[config.mk]
export PLATFORM = sky130hd
export DESIGN_NAME = osd_dii_arbiter
export DESIGN_NICKNAME = d
export VERILOG_FILES = /design/src/rtl/dii_package.sv /design/src/rtl/osd_dii_arbiter_pkg.sv /design/src/rtl/osd_dii_skid_buffer.sv /design/src/rtl/osd_dii_arbiter.sv
export SDC_FILE = /design/constraint.sdc
export NUM_CORES = 1
export LEC_CHECK = 0
export ABC_AREA = 1
export CORE_MARGIN = 2
export CORE_UTILIZATION = 37
export CTS_CLUSTER_SIZE = 8
export DETAILED_ROUTE_END_ITERATION = 7
export SLEW_MARGIN = 15
export SYNTH_ARGS = -nofsm -noshare
export SYNTH_HDL_FRONTEND = slang
export SYNTH_HIERARCHICAL = 1
export SYNTH_SLANG_ARGS = --single-unit
[constraint.sdc]
create_clock -name clk -period 7.05 [get_ports clk]
set_input_delay 1.41 -clock clk [delete_from_list [all_inputs] [get_ports clk]]
set_output_delay 1.41 -clock clk [all_outputs]
set_load 0.005 [all_outputs]
[src/rtl/dii_package.sv]
// Shared DII flit type used by debug-interconnect sources, routers and arbiters.
package dii_package;

  typedef struct packed {
    logic        valid;
    logic        last;
    logic [15:0] data;
  } dii_flit;

endpackage

[src/rtl/osd_dii_arbiter_pkg.sv]
// Types and helpers for the packet-level round-robin DII arbiter.
package osd_dii_arbiter_pkg;

  typedef enum logic {ARB_IDLE, ARB_LOCKED} arb_state_t;

  localparam int unsigned MAX_PORTS = 16;
  localparam int unsigned IDX_W     = 4;

  // First valid index found when scanning ptr, ptr+1, ... modulo ports.
  function automatic logic [IDX_W-1:0] rr_pick(input logic [MAX_PORTS-1:0] valid,
                                               input logic [IDX_W-1:0]     ptr,
                                               input int unsigned          ports);
    logic [IDX_W-1:0] win;
    logic             found;
    int unsigned      idx;
    win   = '0;
    found = 1'b0;
    for (int unsigned i = 0; i < MAX_PORTS; i++) begin
      idx = (32'(ptr) + i) % ports;
      if (!found && (i < ports) && valid[idx[IDX_W-1:0]]) begin
        win   = idx[IDX_W-1:0];
        found = 1'b1;
      end
    end
    return win;
  endfunction

endpackage

[src/rtl/osd_dii_skid_buffer.sv]
// Two-entry valid/ready register stage for DII flit streams.
// Entry 0 drives the output; entry 1 absorbs one flit while the sink stalls.
module osd_dii_skid_buffer
  import dii_package::*;
(
  input  logic    clk,
  input  logic    rst_n,
  input  dii_flit i_flit,
  output logic    o_ready,
  output dii_flit o_flit,
  input  logic    i_ready,
  output logic    o_busy
);

  logic [1:0] r_count;
  dii_flit    r_e0;
  dii_flit    r_e1;
  logic       w_push;
  logic       w_pop;

  // Handshakes and output view of the head entry.
  always_comb begin
    o_ready      = (r_count != 2'd2);
    o_busy       = (r_count != 2'd0);
    o_flit.valid = (r_count != 2'd0);
    o_flit.last  = r_e0.last;
    o_flit.data  = r_e0.data;
    w_push       = i_flit.valid & o_ready;
    w_pop        = o_flit.valid & i_ready;
  end

  // Occupancy and entry storage.
  always_ff @(posedge clk or negedge rst_n) begin
    if (!rst_n) begin
      r_count <= 2'd0;
      r_e0    <= '0;
      r_e1    <= '0;
    end else begin
      case (r_count)
        2'd0: begin
          if (w_push) begin
            r_e0    <= i_flit;
            r_count <= 2'd1;
          end
        end
        2'd1: begin
          case ({w_push, w_pop})
            2'b11:   r_e0 <= i_flit;
            2'b10: begin
              r_e1    <= i_flit;
              r_count <= 2'd2;
            end
            2'b01:   r_count <= 2'd0;
            default: r_count <= 2'd1;
          endcase
        end
        2'd2: begin
          if (w_pop) begin
            r_e0    <= r_e1;
            r_count <= 2'd1;
          end
        end
        default: r_count <= 2'd0;
      endcase
    end
  end

endmodule

[src/rtl/osd_dii_arbiter.sv]
// Packet-level round-robin arbiter merging PORTS DII streams onto one output.
// A granted source owns the output until its last flit is accepted.
// Optional build macro OSD_DII_ARBITER_STATS_EN adds per-port packet counters.
module osd_dii_arbiter
  import osd_dii_arbiter_pkg::*;
  import dii_package::*;
#(
  parameter int unsigned PORTS = 2
) (
  input  logic             clk,
  input  logic             rst_n,
  input  dii_flit          in_flit [PORTS],
  output logic [PORTS-1:0] in_ready,
  output dii_flit          out_flit,
  input  logic             out_ready,
  output logic             busy
`ifdef OSD_DII_ARBITER_STATS_EN
  ,
  output logic [15:0]      pkt_count [PORTS]
`endif
);

  localparam int unsigned PTR_W = (PORTS > 1) ? $clog2(PORTS) : 1;

  arb_state_t           r_state;
  arb_state_t           w_state_nxt;
  logic [PTR_W-1:0]     r_ptr;
  logic [PTR_W-1:0]     w_ptr_nxt;
  logic [PTR_W-1:0]     r_owner;
  logic [PTR_W-1:0]     w_owner_nxt;
  logic [PTR_W-1:0]     w_sel;
  logic [MAX_PORTS-1:0] w_valid;
  logic                 w_space;
  logic                 w_grant_en;
  logic                 w_accept;
  logic                 w_skid_busy;
  dii_flit              w_sel_flit;
  dii_flit              w_skid_in;

  // Zero-padded request vector for the round-robin scan.
  for (genvar g = 0; g < MAX_PORTS; g++) begin : g_valid
    if (g < PORTS) begin : g_used
      assign w_valid[g] = in_flit[g].valid;
    end else begin : g_pad
      assign w_valid[g] = 1'b0;
    end
  end

  // Arbiter state, pointer and owner registers.
  always_ff @(posedge clk or negedge rst_n) begin
    if (!rst_n) begin
      r_state <= ARB_IDLE;
      r_ptr   <= '0;
      r_owner <= '0;
    end else begin
      r_state <= w_state_nxt;
      r_ptr   <= w_ptr_nxt;
      r_owner <= w_owner_nxt;
    end
  end

  // Grant selection, per-port ready and next-state logic.
  always_comb begin
    w_state_nxt = r_state;
    w_ptr_nxt   = r_ptr;
    w_owner_nxt = r_owner;
    in_ready    = '0;

    if (r_state == ARB_LOCKED) begin
      w_sel = r_owner;
    end else begin
      w_sel = PTR_W'(rr_pick(w_valid, IDX_W'(r_ptr), PORTS));
    end
    w_sel_flit = in_flit[w_sel];

    // Ready is held low during reset so no flit is taken before the FSM runs.
    w_grant_en = rst_n & w_space & ((r_state == ARB_LOCKED) | (|w_valid));
    w_accept   = w_grant_en & w_sel_flit.valid;
    if (w_grant_en) begin
      in_ready[w_sel] = 1'b1;
    end

    if (w_accept) begin
      if (w_sel_flit.last) begin
        w_state_nxt = ARB_IDLE;
        w_ptr_nxt   = (w_sel == PTR_W'(PORTS - 1)) ? '0 : w_sel + PTR_W'(1);
      end else begin
        w_state_nxt = ARB_LOCKED;
        w_owner_nxt = w_sel;
      end
    end

    w_skid_in.valid = w_accept;
    w_skid_in.last  = w_sel_flit.last;
    w_skid_in.data  = w_sel_flit.data;
    busy            = (r_state == ARB_LOCKED) | w_skid_busy;
  end

  osd_dii_skid_buffer u_skid (
    .clk     (clk),
    .rst_n   (rst_n),
    .i_flit  (w_skid_in),
    .o_ready (w_space),
    .o_flit  (out_flit),
    .i_ready (out_ready),
    .o_busy  (w_skid_busy)
  );

`ifdef OSD_DII_ARBITER_STATS_EN
  logic [15:0] r_pkt_count [PORTS];

  // Count completed packets per source; wraps naturally at 16 bits.
  always_ff @(posedge clk or negedge rst_n) begin
    if (!rst_n) begin
      for (int unsigned i = 0; i < PORTS; i++) begin
        r_pkt_count[i] <= '0;
      end
    end else if (w_accept && w_sel_flit.last) begin
      r_pkt_count[w_sel] <= r_pkt_count[w_sel] + 16'd1;
    end
  end

  assign pkt_count = r_pkt_count;
`endif

endmodule

==> results of run 1 <==
## synthesized netlist by cell type, types with 3 or more instances
cell type | count | area share
nand2_1 | 142 | 0.25
o21ai_0 | 20 | 0.047
nand3_1 | 13 | 0.031
a21oi_1 | 10 | 0.024
buf_4 | 3 | 0.011
inv_1 | 29 | 0.051
buf_2 | 7 | 0.016
nor2_1 | 18 | 0.032
dfrtp_1 | 39 | 0.46
## worst max-delay path by stage
stage / from / to / slack, ns / cells after the start
5_1_grt: in_flit[17] / in_ready[1] / 2.13 / 8
6_report: in_flit[17] / in_ready[1] / 2.28 / 8
2_1_floorplan: in_flit[17] / in_ready[0] / 3.56 / 7
3_3_place_gp: in_flit[17] / in_ready[1] / 2.29 / 8
4_1_cts: in_flit[17] / in_ready[1] / 2.25 / 8
3_5_place_dp: in_flit[17] / in_ready[1] / 2.24 / 8
## state kept, by name, indices dropped and copies added (netlist names)
signal and count:
r_owner 1, r_ptr 1, r_state 1, u_skid/o_flit 17, u_skid/r_count 2, u_skid/r_e1 17
## logic make-up (layout without fill, tap and decap cells)
family | count (synthesis) | count (layout) | synth area share
AOI/OAI and AO/OA | 34 | 34 | 0.0859
DFF | 39 | 39 | 0.459
and+or+nand+nor | 183 | 183 | 0.353
buffers and inverters | 44 | 97 | 0.0906
adders and majority gates | 2 | 2 | 0.0118
## layer usage
layer	vias to the layer above	routed length, um	global-route usage
li1	1022	-	-
met1	872	2300	0.200
met2	41	2250	0.278
met3	4	190	0.0362
met4	0	53	0.0508
met5	-	0	0
## power by group through the flow
stage / clock [mW] / combinational (mW) / sequential (mW)
final: 0.175 / 0.582 / 0.386
after CTS: 0.183 / 0.593 / 0.386
after global routing: 0.192 / 0.673 / 0.398
after detailed placement: 0 / 0.591 / 0.390
after floorplan: 0 / 0.395 / 0.381
after global placement: 0 / 0.585 / 0.386
## area by class of cell
type / count / area [sq um]
clock buffer: 6 / 72.6
clock inverter: 1 / 30.0
fill: 575 / 2710
inverter: 31 / 116
multi-input combinational: 219 / 963
sequential: 39 / 976
tap: 72 / 90.1
timing repair buffer: 59 / 586
## cell usage in the layout, fill, tap and decap left out, types with 3 or more instances in the layout
cell and n:
a21oi_1 10, clkbuf_8 5, clkdlybuf4s50_1 58, dfrtp_1 39, inv_1 29, nand2_1 142, nand3_1 12, nand3_2 3
nor2_1 18, o21ai_0 20
## worst register-to-register path: stages (launching register included)
cell,delay [ns]
dfrtp_1,0.56
nand2_1,0.71
nand2_1,0.14
a21oi_2,0.19
nand3_2,0.18
inv_1,0.08
inv_1,0.05
a21oi_1,0.16
ha_1,0.24
inv_1,0.05
o21ai_0,0.24
nand3_2,0.41
nand2_1,0.18
nand2_1,0.06
## metrics by stage
stage,worst slack [ns],total power [mW],instance area [sq um],std cells,util
6_report,2.28,1.14,2830,427,0.512
5_1_grt,2.13,1.26,2830,427,0.512
4_1_cts,2.25,1.16,2830,427,0.511
3_5_place_dp,2.24,0.981,2730,420,0.492
3_3_place_gp,2.29,0.971,2730,420,0.492
2_1_floorplan,3.56,0.776,2130,302,-
==> results.cfg, run 1 <==
[status]
status = completed

[critical_path]
worstPathCellList = clkdlybuf4s50_1, inv_1, nor2_1, nand2_2, nand2_2, inv_2, nor2_1, clkdlybuf4s50_1
max_stage_delay_ns = 0.50
path_buf_inv = 4
crit_fanout = 20
required_ns = 5.64
rrSetupSlack_ns = 3.71
reg2reg_to = u_skid/o_flit[3]
cpMaxStageDelayCell = clkdlybuf4s50_1
reg2reg_from = u_skid/r_count[1]
cpLargestDelayFamily = buffers and inverters
cp-start-kind = input pin
end_kind = primary output
reg2reg_depth = 13
crit_arrival_ns = 3.36
worstSetupPathType = input pin to primary output

[place]
hpwl_um = 3360
io_buffer_count = 59
gp_congestion = 0.724

[worst_hold_path]
hold_depth = 2
min_from = u_skid/o_flit[10]
whs_endpoint = u_skid/o_flit[10]
holdCritPathClass = register to register

[sta]
fin_crit_sh = 0.677
hold_viol_final = 0
setup_viol = 0
fin_crit_ns = 4.77
whs_ns = 0.480
fmax_mhz = 210
slew_viol_final = 0
rsz0062_at_grt = false
tightest_slew_ns = 0.881
tns_ns = 0
fin_skew_ns = 0.00562
slew_headroom = 0.413

[synthesis]
synthArstFlopShare = 1.00
synth_edf_count = 0
ys.flop_type = dfrtp_1
seq_area_frac_synth = 0.459
synthesis.area_sq_um = 2130
synthesis.nets = 343
synth-warning-count = 6
yosysUniqueCellTypes = 22
ys_seq_elements = 39
postSynthCellCount = 302
avgSynthCellArea_sq_um = 7.04

[detailed_routing]
drt-total-wl_um = 4790
drt_iter0_markers = 125
drt-vias-per-instance = 4.54
vias = 1939
drtAntennaViolNets = 0
drc = 0
routedWlPerCell_um = 11.2
drtPass1Iterations = 4

[global_route]
antenna_found_initial = 0
gr-usage-all-layers = 0.161
grt_pass1_wl_um = 8010
grt.overflow.total = 0
grt_pass1_vias = 1798
grt_max_degree = 41

[pwr]
peakVddDrop_uv = 171
switching_power_mw = 0.464
clkPwrFrac = 0.153
p_seq_frac = 0.337
p_int_mw = 0.679
leakage_nw = 1.49
p_sw_frac = 0.406
p_comb_frac = 0.509
p_per_area_nw_per_um2 = 404

[clocking]
cts_root_buf = clkbuf_8
clk_pin_slew_worst_paths_ns = 0.07
clkLatencyLatePin_ns = 0.28
post-cts-setup-buffer-count = 0
htree_levels = 2
cts_resized = 0
cts.path.max_buffers = 2
cts_tree = built
cts_sinks = 39
cts_buffers = 5
holdBufCountCts = 0

[floorplanning]
core_sq_um = 5540
die_height_um = 79.8
rows = 27
fp.dieW_um = 79.8
initial_core_util = 0.384
dieArea_sq_um = 6370
io_pins = 60

[layout]
area.growth.synth_to_final_pct = 33.2
drive_gt1_frac = 0.0592
nets = 396
diodes = 0

[job]
maxCapViolCount = 0
(Power assumes the default switching activity.)
==> inputs of run 2 (changes only) <==
Clock period 7.05 ns to 4.5 ns, I/O delays scaled along.
==> results.cfg, run 2 (same netlist as run 1, synthesis figures left out) <==
[pwr]
leakage_nw = 1.50
p_sw_frac = 0.418
clkPwrFrac = 0.128
p_comb_frac = 0.527
p_int_mw = 1.02
p_per_area_nw_per_um2 = 617
switching_power_mw = 0.731
peakVddDrop_uv = 254
p_seq_frac = 0.345

[clocking]
cts_buffers = 5
holdBufCountCts = 0
cts_tree = built
htree_levels = 2
cts.path.max_buffers = 2
clk_pin_slew_worst_paths_ns = 0.07
cts_root_buf = clkbuf_8
clkLatencyLatePin_ns = 0.29
cts_resized = 0
post-cts-setup-buffer-count = 0
cts_sinks = 39

[sta]
hold_viol_final = 0
layout_setup_ws_ns = 0.754
rsz0062_at_grt = false
fmax_mhz = 267
slew_viol_final = 0
slew_headroom = 0.665
setup_viol = 0
fin_crit_sh = 0.832
fin_crit_ns = 3.75
fin_skew_ns = 0.00249
tightest_slew_ns = 0.502
tns_ns = 0

[critical_path]
end_kind = primary output
worstSetupPathType = input pin to primary output
reg2reg_to = u_skid/o_flit[8]
rrSetupSlack_ns = 1.72
worstPathCellList = clkdlybuf4s50_1, inv_1, nor2_1, nand2_2, nand2_2, inv_2, nor2_1, clkdlybuf4s50_1
crit_arrival_ns = 2.85
max_stage_delay_ns = 0.51
cp.depth = 8
cp-start-kind = input pin
path_buf_inv = 4
cpMaxStageDelayCell = clkdlybuf4s50_1
cpLargestDelayFamily = buffers and inverters
crit_fanout = 20
reg2reg_from = u_skid/r_count[1]
required_ns = 3.60
reg2reg_depth = 13

[layout]
fillers = 582
nets = 399
drive_gt1_frac = 0.0641
diodes = 0
layout_commonest_cell = nand2_1
area.growth.synth_to_final_pct = 33.1
final_cell_mix = 142 x nand2_1, 58 x clkdlybuf4s50_1, 39 x dfrtp_1
final_cell_area_sq_um = 2830

[floorplanning]
initial_core_util = 0.384
io_pins = 60
die_height_um = 79.8
dieArea_sq_um = 6370
fp.dieW_um = 79.8
core_sq_um = 5540
rows = 27

[place]
placed_area_sq_um = 2750
io_buffer_count = 59
hpwl_um = 3400
gp_congestion = 0.741
dp_slack_ns = 0.723

[detailed_routing]
drtAntennaViolNets = 0
routedWlPerCell_um = 11.3
drt-vias-per-instance = 4.51
drt-total-wl_um = 4870
drt_iter0_markers = 150
drtPass1Iterations = 4
drc = 0
vias = 1942

[global_route]
grt_pass1_wl_um = 8330
grt.overflow.total = 0
antenna_found_initial = 0
grt_pass1_vias = 1791
grt_max_degree = 40
gr-usage-all-layers = 0.170

[worst_hold_path]
holdCritPathClass = register to register
hold_depth = 2
min_from = u_skid/o_flit[9]
whs_endpoint = u_skid/o_flit[9]

[status]
status = completed

[job]
maxCapViolCount = 0
==> run 2: cell count changes in the layout (fill, tap and decap cells not counted), sizes merged <==
cell,delta
buf,+3
bufinv,-1
clkbuf,+1
clkinv,+1
==> run 2: area by class of cell <==
cell class	count	area [sq um]	share of cell area
tap	72	90.1	0.0318
clock buffer	7	76.3	0.0270
inverter	31	116	0.0411
clock inverter	1	5.00	0.00177
sequential	39	976	0.345
multi-input combinational	219	958	0.339
timing repair buffer	62	608	0.215
==> run 2: power groups by stage <==
stage          Clock, mW  Combinational [mW]  Sequential (mW)
4_1_cts            0.234               0.933            0.603
2_1_floorplan          0               0.619            0.597
3_5_place_dp           0               0.930            0.608
6_report           0.224               0.921            0.602
5_1_grt            0.254                1.07            0.624
3_3_place_gp           0               0.921            0.606
==> run 2: worst reg2reg max path: cells and delay by family, from the launching register on <==
kind	cells	cell delay [ns]
adders and majority gates	1	0.25
AOI/OAI and AO/OA	3	0.61
buffers and inverters	3	0.18
and+or+nand+nor	6	1.07
DFF	1	0.56
==> run 2: per-stage QoR <==
step	power [mW]	hold slack, ns	utilization	cells
finish	1.75	0.478	0.511	431
detailed placement	1.54	0.464	0.496	423
CTS	1.77	0.485	0.511	431
global route	1.95	0.516	0.511	431
global placement	1.53	0.461	0.496	423
floorplan	1.22	0.454	-	302
==> run 2: worst max-delay path by stage <==
stage,slack (ns),from,endpoint
floorplan,1.87,in_flit[17],u_skid/o_flit[6]
global placement,0.77,in_flit[17],in_ready[1]
CTS,0.71,in_flit[17],in_ready[1]
global route,0.62,in_flit[17],in_ready[1]
finish,0.75,in_flit[17],in_ready[1]
detailed placement,0.72,in_flit[17],in_ready[1]
==> run 2: metal layers <==
layer  global-route usage  vias up  share of wire
met4               0.0678        0          0.018
met2                0.271       51           0.46
met1                0.229      855           0.48
li1                     -     1028              -
met5                    0        -              0
met3               0.0283        8          0.048
